--- config.mk ---
export PLATFORM = sky130hd
export DESIGN_NAME = issue_select_n_flat
export DESIGN_NICKNAME = d
export VERILOG_FILES = /design/src/rtl/issue_select_n_pkg.sv /design/src/rtl/issue_select_n_if.sv /design/src/rtl/issue_select_n_age_matrix.sv /design/src/rtl/issue_select_n.sv /design/src/flat_wrapper.sv
export SDC_FILE = /design/constraint.sdc
export NUM_CORES = 2
export LEC_CHECK = 0
export ABC_CLOCK_PERIOD_IN_PS = 18500
export CORE_AREA = 2 2 478 480
export DETAILED_ROUTE_END_ITERATION = 8
export DIE_AREA = 0 0 480 482
export PLACE_DENSITY = 0.32
export SYNTH_ARGS = -nofsm -noshare
export SYNTH_HDL_FRONTEND = slang
export SYNTH_HIERARCHICAL = 1
export SYNTH_SLANG_ARGS = --single-unit
--- constraint.sdc ---
create_clock -name clk -period 18.5 [get_ports clk]
set_input_delay 4.625 -clock clk [delete_from_list [all_inputs] [get_ports clk]]
set_output_delay 4.625 -clock clk [all_outputs]
set_load 0.01 [all_outputs]
--- src/rtl/issue_select_n_pkg.sv ---
`default_nettype none
// ============================================================================
// Module      : issue_select_n_pkg
// Description : Shared types and constants for the multi-port issue stage:
//               reservation-station entry, control bits and the per-lane
//               issue/execute register.
// Revision    : 1.0
// ============================================================================
package issue_select_n_pkg;

    localparam int RS_SIZE = 8;
    localparam int TAG_W   = 4;
    localparam int DATA_W  = 32;
    localparam int RS_ID_W = $clog2(RS_SIZE);

    typedef struct packed {
        logic       alusrc;
        logic       memwr;
        logic       memrd;
        logic       regwr;
        logic [3:0] aluop;
    } ctrl_bits_t;

    typedef struct packed {
        logic               busy;
        logic [TAG_W-1:0]   tag_1;
        logic [TAG_W-1:0]   tag_2;
        logic [DATA_W-1:0]  value_1;
        logic [DATA_W-1:0]  value_2;
        logic [DATA_W-1:0]  imm;
        ctrl_bits_t         ctrl_bits;
        logic [RS_ID_W-1:0] id;
        logic [TAG_W-1:0]   tag;
    } rs_entry;

    typedef struct packed {
        logic [DATA_W-1:0]  sourceA;
        logic [DATA_W-1:0]  sourceB;
        logic [DATA_W-1:0]  data;
        ctrl_bits_t         ctrl_bits;
        logic [RS_ID_W-1:0] rs_id;
        logic [TAG_W-1:0]   tag;
    } issue_execute_register;

endpackage
`default_nettype wire

--- src/rtl/issue_select_n_if.sv ---
`default_nettype none
// ============================================================================
// Module      : issue_select_n_if
// Description : Bundle between RS array / CDB / execute lanes and the
//               issue-select stage. slave = issue stage, master = environment.
// Revision    : 1.0
// ============================================================================
interface issue_select_n_if
    import issue_select_n_pkg::*;
#(
    parameter int RS_DEPTH    = RS_SIZE,
    parameter int ISSUE_WIDTH = 2
);
    localparam int IDX_W = $clog2(RS_DEPTH);

    rs_entry               [RS_DEPTH-1:0]    res_stations;
    logic                                    alloc_valid;
    logic                  [IDX_W-1:0]       alloc_idx;
    logic                                    cdb_valid;
    logic                  [TAG_W-1:0]       cdb_tag;
    logic                  [DATA_W-1:0]      cdb_value;
    logic                                    flush;
    logic                  [ISSUE_WIDTH-1:0] exe_ready;
    logic                  [RS_DEPTH-1:0]    issue_grant;
    logic                  [ISSUE_WIDTH-1:0] iss_valid;
    issue_execute_register [ISSUE_WIDTH-1:0] iss_exe_reg;

    modport slave (
        input  res_stations, alloc_valid, alloc_idx,
        input  cdb_valid, cdb_tag, cdb_value, flush, exe_ready,
        output issue_grant, iss_valid, iss_exe_reg
    );

    modport master (
        output res_stations, alloc_valid, alloc_idx,
        output cdb_valid, cdb_tag, cdb_value, flush, exe_ready,
        input  issue_grant, iss_valid, iss_exe_reg
    );
endinterface
`default_nettype wire

--- src/rtl/issue_select_n_age_matrix.sv ---
`default_nettype none
// ============================================================================
// Module      : issue_select_n_age_matrix
// Description : Age matrix (age[i][j]=1 : j older than i) plus sequential
//               oldest-first pick for each issue port.
// Revision    : 1.0
// ============================================================================
module issue_select_n_age_matrix
    import issue_select_n_pkg::*;
#(
    parameter int RS_DEPTH    = RS_SIZE,
    parameter int ISSUE_WIDTH = 2,
    parameter int IDX_W       = $clog2(RS_DEPTH)
) (
    input  wire logic                                   clk,
    input  wire logic                                   reset,
    input  wire logic                                   flush_i,
    input  wire logic                                   alloc_valid_i,
    input  wire logic [IDX_W-1:0]                       alloc_idx_i,
    input  wire logic [RS_DEPTH-1:0]                    busy_i,
    input  wire logic [RS_DEPTH-1:0]                    ready_i,
    input  wire logic [ISSUE_WIDTH-1:0]                 port_free_i,
    input  wire logic                                   enable_i,
    output logic      [ISSUE_WIDTH-1:0][RS_DEPTH-1:0]   oldest_onehot_o
);

    logic [RS_DEPTH-1:0][RS_DEPTH-1:0] age_q;
    logic [RS_DEPTH-1:0][RS_DEPTH-1:0] age_d;
    logic [RS_DEPTH-1:0]               alloc_oh;
    logic [RS_DEPTH-1:0]               remaining;
    logic [RS_DEPTH-1:0]               cand;
    logic [RS_DEPTH-1:0]               pick;

    assign alloc_oh = RS_DEPTH'(1) << alloc_idx_i;

    // New entry becomes younger than every busy entry; nobody is younger than it.
    always_comb begin
        age_d = age_q;
        if (flush_i) begin
            age_d = '0;
        end else if (alloc_valid_i) begin
            for (int r = 0; r < RS_DEPTH; r++) begin
                age_d[r][alloc_idx_i] = 1'b0;
            end
            age_d[alloc_idx_i] = busy_i & ~alloc_oh;
        end
    end

    // Age matrix register.
    always_ff @(posedge clk) begin
        if (reset) begin
            age_q <= '0;
        end else begin
            age_q <= age_d;
        end
    end

    // Port-by-port pick: oldest remaining request, lowest index on equal age.
    always_comb begin
        remaining       = ready_i & {RS_DEPTH{enable_i}};
        cand            = '0;
        pick            = '0;
        oldest_onehot_o = '0;
        for (int p = 0; p < ISSUE_WIDTH; p++) begin
            for (int i = 0; i < RS_DEPTH; i++) begin
                cand[i] = remaining[i] && ((age_q[i] & remaining) == '0);
            end
            pick = cand & (~cand + RS_DEPTH'(1));
            if (port_free_i[p]) begin
                oldest_onehot_o[p] = pick;
                remaining          = remaining & ~pick;
            end
        end
    end

endmodule
`default_nettype wire

--- src/rtl/issue_select_n.sv ---
`default_nettype none
// ============================================================================
// Module      : issue_select_n
// Description : Multi-port issue select with CDB wakeup bypass and
//               registered per-lane issue/execute registers.
// Revision    : 1.0
// ============================================================================
module issue_select_n
    import issue_select_n_pkg::*;
#(
    parameter int RS_DEPTH    = RS_SIZE,
    parameter int ISSUE_WIDTH = 2
) (
    input  wire logic         clk,
    input  wire logic         reset,
    issue_select_n_if.slave   isel
);

    localparam int IDX_W = $clog2(RS_DEPTH);

    logic [RS_DEPTH-1:0]                  busy;
    logic [RS_DEPTH-1:0]                  ready;
    logic [RS_DEPTH-1:0][DATA_W-1:0]      op1;
    logic [RS_DEPTH-1:0][DATA_W-1:0]      op2;
    logic [ISSUE_WIDTH-1:0]               port_free;
    logic [ISSUE_WIDTH-1:0][RS_DEPTH-1:0] grant_port;
    logic                                 enable;

    logic                  [ISSUE_WIDTH-1:0] iss_valid_q;
    logic                  [ISSUE_WIDTH-1:0] iss_valid_d;
    issue_execute_register [ISSUE_WIDTH-1:0] iss_exe_reg_q;
    issue_execute_register [ISSUE_WIDTH-1:0] iss_exe_reg_d;

    // Readiness and operand values, with the current CDB broadcast bypassed in.
    always_comb begin
        busy  = '0;
        ready = '0;
        op1   = '0;
        op2   = '0;
        for (int i = 0; i < RS_DEPTH; i++) begin
            busy[i]  = isel.res_stations[i].busy;
            ready[i] = isel.res_stations[i].busy
                && ((isel.res_stations[i].tag_1 == '0)
                    || (isel.cdb_valid && (isel.cdb_tag == isel.res_stations[i].tag_1)))
                && ((isel.res_stations[i].tag_2 == '0)
                    || (isel.cdb_valid && (isel.cdb_tag == isel.res_stations[i].tag_2)));
            op1[i] = (isel.cdb_valid && (isel.res_stations[i].tag_1 != '0)
                      && (isel.cdb_tag == isel.res_stations[i].tag_1))
                     ? isel.cdb_value : isel.res_stations[i].value_1;
            op2[i] = (isel.cdb_valid && (isel.res_stations[i].tag_2 != '0)
                      && (isel.cdb_tag == isel.res_stations[i].tag_2))
                     ? isel.cdb_value : isel.res_stations[i].value_2;
        end
    end

    assign port_free = ~iss_valid_q | isel.exe_ready;
    assign enable    = !reset && !isel.flush;

    issue_select_n_age_matrix #(
        .RS_DEPTH    (RS_DEPTH),
        .ISSUE_WIDTH (ISSUE_WIDTH),
        .IDX_W       (IDX_W)
    ) u_age_matrix (
        .clk             (clk),
        .reset           (reset),
        .flush_i         (isel.flush),
        .alloc_valid_i   (isel.alloc_valid),
        .alloc_idx_i     (isel.alloc_idx),
        .busy_i          (busy),
        .ready_i         (ready),
        .port_free_i     (port_free),
        .enable_i        (enable),
        .oldest_onehot_o (grant_port)
    );

    // Per-entry grant back to the RS: union of every port's one-hot pick.
    always_comb begin
        isel.issue_grant = '0;
        for (int p = 0; p < ISSUE_WIDTH; p++) begin
            isel.issue_grant = isel.issue_grant | grant_port[p];
        end
    end

    // Lane next state: load on grant, drain on accept, otherwise stall.
    always_comb begin
        iss_valid_d   = iss_valid_q;
        iss_exe_reg_d = iss_exe_reg_q;
        for (int p = 0; p < ISSUE_WIDTH; p++) begin
            if (isel.flush) begin
                iss_valid_d[p] = 1'b0;
            end else if (|grant_port[p]) begin
                iss_valid_d[p] = 1'b1;
                for (int i = 0; i < RS_DEPTH; i++) begin
                    if (grant_port[p][i]) begin
                        iss_exe_reg_d[p].sourceA   = op1[i];
                        iss_exe_reg_d[p].sourceB   = isel.res_stations[i].ctrl_bits.alusrc
                                                     ? isel.res_stations[i].imm : op2[i];
                        iss_exe_reg_d[p].data      = isel.res_stations[i].ctrl_bits.memwr
                                                     ? op2[i] : '0;
                        iss_exe_reg_d[p].ctrl_bits = isel.res_stations[i].ctrl_bits;
                        iss_exe_reg_d[p].rs_id     = isel.res_stations[i].id;
                        iss_exe_reg_d[p].tag       = isel.res_stations[i].tag;
                    end
                end
            end else if (isel.exe_ready[p]) begin
                iss_valid_d[p] = 1'b0;
            end
        end
    end

    // Lane registers.
    always_ff @(posedge clk) begin
        if (reset) begin
            iss_valid_q   <= '0;
            iss_exe_reg_q <= '0;
        end else begin
            iss_valid_q   <= iss_valid_d;
            iss_exe_reg_q <= iss_exe_reg_d;
        end
    end

    assign isel.iss_valid   = iss_valid_q;
    assign isel.iss_exe_reg = iss_exe_reg_q;

endmodule
`default_nettype wire

--- src/flat_wrapper.sv ---
// flat-port wrapper written by rule: the top's interface ports become plain ports
module issue_select_n_flat import issue_select_n_pkg::*;
#(
    parameter int RS_DEPTH    = RS_SIZE,
    parameter int ISSUE_WIDTH = 2
)
  (clk, reset, isel_res_stations, isel_alloc_valid, isel_alloc_idx, isel_cdb_valid, isel_cdb_tag, isel_cdb_value, isel_flush, isel_exe_ready, isel_issue_grant, isel_iss_valid, isel_iss_exe_reg);
  issue_select_n_if #(.RS_DEPTH(RS_DEPTH), .ISSUE_WIDTH(ISSUE_WIDTH)) isel_i ();
  input  wire logic clk;
  input  wire logic reset;
  input wire logic [$bits(isel_i.res_stations)-1:0] isel_res_stations;
  input wire logic [$bits(isel_i.alloc_valid)-1:0] isel_alloc_valid;
  input wire logic [$bits(isel_i.alloc_idx)-1:0] isel_alloc_idx;
  input wire logic [$bits(isel_i.cdb_valid)-1:0] isel_cdb_valid;
  input wire logic [$bits(isel_i.cdb_tag)-1:0] isel_cdb_tag;
  input wire logic [$bits(isel_i.cdb_value)-1:0] isel_cdb_value;
  input wire logic [$bits(isel_i.flush)-1:0] isel_flush;
  input wire logic [$bits(isel_i.exe_ready)-1:0] isel_exe_ready;
  output wire logic [$bits(isel_i.issue_grant)-1:0] isel_issue_grant;
  output wire logic [$bits(isel_i.iss_valid)-1:0] isel_iss_valid;
  output wire logic [$bits(isel_i.iss_exe_reg)-1:0] isel_iss_exe_reg;
  assign isel_i.res_stations = isel_res_stations;
  assign isel_i.alloc_valid = isel_alloc_valid;
  assign isel_i.alloc_idx = isel_alloc_idx;
  assign isel_i.cdb_valid = isel_cdb_valid;
  assign isel_i.cdb_tag = isel_cdb_tag;
  assign isel_i.cdb_value = isel_cdb_value;
  assign isel_i.flush = isel_flush;
  assign isel_i.exe_ready = isel_exe_ready;
  assign isel_issue_grant = isel_i.issue_grant;
  assign isel_iss_valid = isel_i.iss_valid;
  assign isel_iss_exe_reg = isel_i.iss_exe_reg;
  issue_select_n #(.RS_DEPTH(RS_DEPTH), .ISSUE_WIDTH(ISSUE_WIDTH)) u_core (.clk(clk), .reset(reset), .isel(isel_i));
endmodule
* Yosys cells after proc, flatten, opt, wreduce, memory -nomap -nowiden
Index checks and enable logic that the tools add are counted.
Cells by class: $add $sub $neg 2, $lt $le $gt $ge 2, mux-type cells 60, shift-type cells 1, reductions and logical operators 157, bitwise gates (word level) 38, eq/ne operators 16
Operator list (count):
- two-way mux 111 bit | 16
- two-way mux 32 bit | 32
- bitwise AND 8 bit | 29
- logical NOT 8 bit | 16
- logical AND 1 bit | 82
- bitwise mux 64 bit | 1
- equality test 4 bit | 16
- logical NOT 4 bit | 16
- nonzero test 4 bit | 16
- NOT 8 bit | 5
- two-way mux 8 bit | 4
- demux 8 bit (select 3 bit) | 1
- adder 8 x 1 -> 8 bit (second input constant) | 2
- logical OR 1 bit | 16
- nonzero test 8 bit | 2
- OR reduction 8 bit | 2
- bitwise OR 8 bit | 1
- left shift 1 x 3 -> 8 bit (first input constant) | 1
- AND reduction 3 bit | 2
- two-way mux 1 bit | 5
- < comparator 3 x 4 -> 1 bit (second input constant) | 1
- nonzero test 2 bit | 2
- demux 1 bit (select 3 bit) | 1
- greater-or-equal comparator 3 x 1 -> 1 bit (second input constant) | 1
- 5 further kinds | 6
Storage, ports and cells: output and inout port bits 232, bits in registers 288, word-level logic and storage cells 306, input port bits 1006

* Depth between registers and ports, before layout
depth after elaboration 30, depth in mapped cells 29, depth with buffers taken out 23

* By module
The synthesis kept the hierarchy.
By module, submodules not included:
- issue_select_n | cells an instance 4458, area an instance 31527.7 um2, times used 1, seq. area each 4484.3 um2
- issue_select_n_age_matrix | cells an instance 469, area an instance 3721.1 um2, times used 1, seq. area each 1281.2 um2

* Worst setup path before layout
Ideal clock, no wire load.
path kind input -> output, from in isel_cdb_valid, to out isel_issue_grant[5], data required time 13.875 ns, stages on the path 21, path buffers 8, setup slack 4.912 ns, data arrival time 8.963 ns, cells stage by stage clkbuf_1 clkbuf_1 clkbuf_1 nand3_1 a221oi_1 buf_2 a22oi_2 and4_4 a22oi_4 nor4b_4 a21oi_4 a222oi_1 nand2b_1 nand4b_4 nor3b_2 clkbuf_1 inv_1 clkbuf_1 buf_1 clkbuf_1 nand2_1
RTL lines:
- from (decl) | RTL line flat_wrapper.sv:14 | input wire logic [$bits(isel_i.cdb_valid)-1:0] isel_cdb_valid;
- to (decl) | RTL line flat_wrapper.sv:19 | output wire logic [$bits(isel_i.issue_grant)-1:0] isel_issue_grant;

==> metrics.md <==
| Metric | Value |
|---|---|
| #FFs+latches synth | `288` |
| Top cells by area, synth | `dfxtp_1 16%, mux2i_1 12%, a21oi_1 6.7%` |
| # IOs | `1238` |
| Global-route wire length before repair | `556000 µm` |
| Post-DR wirelength/cell | `49.2 µm` |
| Clk pin slew, worst setup/hold paths | `~0.060 ns` |
| Largest net degree at the start of global routing | `98` |
| Die Span X | `roughly 480 µm` |
| RSZ-0062 raised after global routing | `no` |
| Total Wirelength | `446000 µm` |
| Crit path kind | `in -> out` |
| Fill count | `25447` |
| Worst setup EP type | `primary output` |
| Total GRT Usage | `0.366` |
| Postcts setup bufs | `0` |
| Clock skew | `0.0513 ns` |
| Max cap viols | `2` |
| Ys Warns | `6` |
| CTS Hold Bufs | `0` |
| Worst-margin pin slew | `1.53 ns` |
| NumNets Final | `6928` |
| Vias/cell | `5.75` |
| Register area | `approximately 5800 µm²` |
| Post-synthesis sequential area ratio | `0.164` |
| Top FF cell, synth | `dfxtp_1` |
| Pre-antenna DRT Iters | `9` |
| Slew Limit Headroom | `-0.0294` |
| Area delta synth->final | `50.0%` |
| Fmax | `roughly 64 MHz` |
| Worst-Skew Late Latency | `about 0.71 ns` |
| CTS buffer count | `47` |
| CTS tree | `built` |
| Clock Tree Root | `clkbuf_16` |
| Number of enable flip-flop cells after synthesis | `0` |
| CTS Sinks | `288` |
| PD cells | `between 40 and 50 nW/µm²` |
| Post-DRT Antenna Nets | `0` |
| CP peak stage delay | `roughly 0.94 ns` |
| Initial antenna violation count | `258` |
| Max IR drop VDD | `0.0000802 V` |
| Share of post-route cells with drive strength above 1 | `0.103` |
| Die Ht | `roughly 480 µm` |
| Max Slew Vio Count | `3` |
| DRC | `0` |
| CP max stage cell | `a21oi_1` |
| Syn_nets | `slightly below 6000` |
| Commonest cells after routing, fill and taps aside | `1231 x clkdlybuf4s50_1, 470 x a21oi_1, 443 x nand2_1, 441 x nor2_1, 426 x mux2i_1` |
| Top cell type's share of synthesized area | `0.164` |
| Setup_tns | `0 ns` |
| Longest Clk Path Bufs | `3` |
| Mapped Cells | `around 4900` |
| Worst Path Required | `roughly 14 ns` |
| Number of global-route vias before repair | `48437` |
| Grt ovf | `0` |
| Leakage power | `0.0178 µW` |
| Yosys cell types | `107` |
| Multi-input gate area | `about 27000 µm²` |
| Count of final setup violators | `0` |
| Crit path launch type | `primary input` |
| Synthesized area per cell | `7.15 µm²` |
| Failing checks | `capacitance limit, slew limit` |
| Status | `finished, violations left` |
| Critical Path AT | `roughly 11 ns` |
| Port-buffer cells | `1237` |
| Initial Utilization | `0.156` |
| CTS resizes | `0` |
| Die Footprint | `231000 µm²` |
| Async set or reset register ratio after synthesis | `0` |
| Detailed placement HPWL | `355000 µm` |
| Via count | `52190` |
| Total core area | `226000 µm²` |
| Period Utilization, post-route | `0.848` |
| Max FFs per register | `222` |
| Crit-path cells | `clkdlybuf4s50_1 > buf_4 > xor2_1 > nor3_1 > and3_1 > o21ai_0 > a21oi_1 > a22o_1 > a21boi_1 > a21oi_1 > a21o_1 > a2111o_1 > a221o_1 > nand2b_1 > nand4b_4 > nor4_4 > inv_1 > nand2_1 > clkdlybuf4s50_1` |
| Min cycle time layout | `15.69 ns` |
| Final hold vios | `0` |
| Site Rows | `between 150 and 200` |
| H-Tree Depth | `2` |
| Max Fanout on Critical Path | `16` |
| Class of the worst hold path | `reg -> reg` |
| Most common cell after layout, fill and taps aside | `clkdlybuf4s50_1` |
| Starting DRT DRC Count | `8440` |
| Routability cong. | `0.993` |
| Post-synth top area cell | `dfxtp_1` |
| Area of the mapped netlist | `between 30000 and 40000 µm²` |
| Fin util | `0.234` |
==> where the power goes <==
part | internal [µW] | leakage, µW | switching [µW]
sequential | 624 | 0.00232 | 4.96
combinational | 337 | 0.0147 | 561
clock | 574 | 0.000789 | 424
==> through the flow <==
stage | instance area, µm² | hold WS [ns] | std cells | power, µW | setup WS (ns)
after global routing | 52800 | 0.467 | 9036 | 2560 | 2.50
after global placement | 51000 | 0.437 | 8882 | 1510 | 2.69
final | 52900 | 0.456 | 9070 | 2520 | 2.81
after CTS | 52600 | 0.456 | 8965 | 2510 | 2.77
after floorplan | 35200 | 0.422 | 4927 | 933 | 4.91
after detailed placement | 51000 | 0.442 | 8882 | 1500 | 2.78
==> metal layers <==
layer  global-route usage  wire length, µm  share of wire
met5              0.00694              786         0.0018
met2                0.537           186000           0.42
met4                0.194            25500          0.057
met1                0.470           182000           0.41
met3                0.123            51400           0.12
==> cells by family (layout without fill, tap and decap cells) <==
| family | count (synthesis) | count (layout) | share of synthesized area |
|---|---|---|---|
| muxes | 601 | 601 | 0.177 |
| buffers and inverters | 588 | 1617 | 0.0735 |
| other | 0 | 105 | 0 |
| DFF | 288 | 288 | 0.164 |
| AOI/OAI and AO/OA | 1969 | 1969 | 0.383 |
| and+or+nand+nor | 1417 | 1417 | 0.186 |
| xor gates and xnor gates | 64 | 64 | 0.0161 |
==> cell usage after synthesis, drive strengths merged (44+ instances only) <==
cell,n
a21oi,472
nor2,471
nand2,448
mux2i,426
clkbuf,381
o21ai,336
dfxtp,288
mux2,175
a221oi,146
buf,130
a211oi,115
o22ai,113
nand3,111
o211ai,108
a22oi,101
nor3,99
a31oi,82
o221ai,78
nand2b,77
inv,68
a221o,57
a22o,44
==> path summary, 6_finish.rpt <==
path / startpoint / to / slack, ns / cells past startpoint
setup / recovery: isel_cdb_tag[3] / isel_issue_grant[7] / 2.81 / 19
hold / removal: u_core/isel.iss_exe_reg[15] / u_core/isel.iss_exe_reg[15] / 0.46 / 2
setup reg to reg: u_core/u_age_matrix/age_q[12] / u_core/isel.iss_exe_reg[164] / 11.02 / 20
hold reg to reg: u_core/isel.iss_exe_reg[15] / u_core/isel.iss_exe_reg[15] / 0.46 / 2
==> critical path, delay by kind of cell <==
kind                      cells  cell delay (ns)
AOI/OAI and AO/OA             8             2.70
xor gates and xnor gates      1             0.12
buffers and inverters         4             1.65
and+or+nand+nor               6             1.94
==> area by class of cell <==
| cell class | instances | area share |
|---|---|---|
| Antenna cell | 105 | 0.00497 |
| Tap cell | 3009 | 0.0712 |
| Clock inverter | 19 | 0.00511 |
| Multi-Input combinational cell | 4051 | 0.513 |
| Inverter | 77 | 0.00549 |
| Sequential cell | 288 | 0.109 |
| Timing Repair Buffer | 1457 | 0.266 |
| Clock buffer | 64 | 0.0252 |
No activity file was read; power rests on OpenSTA's default activity.
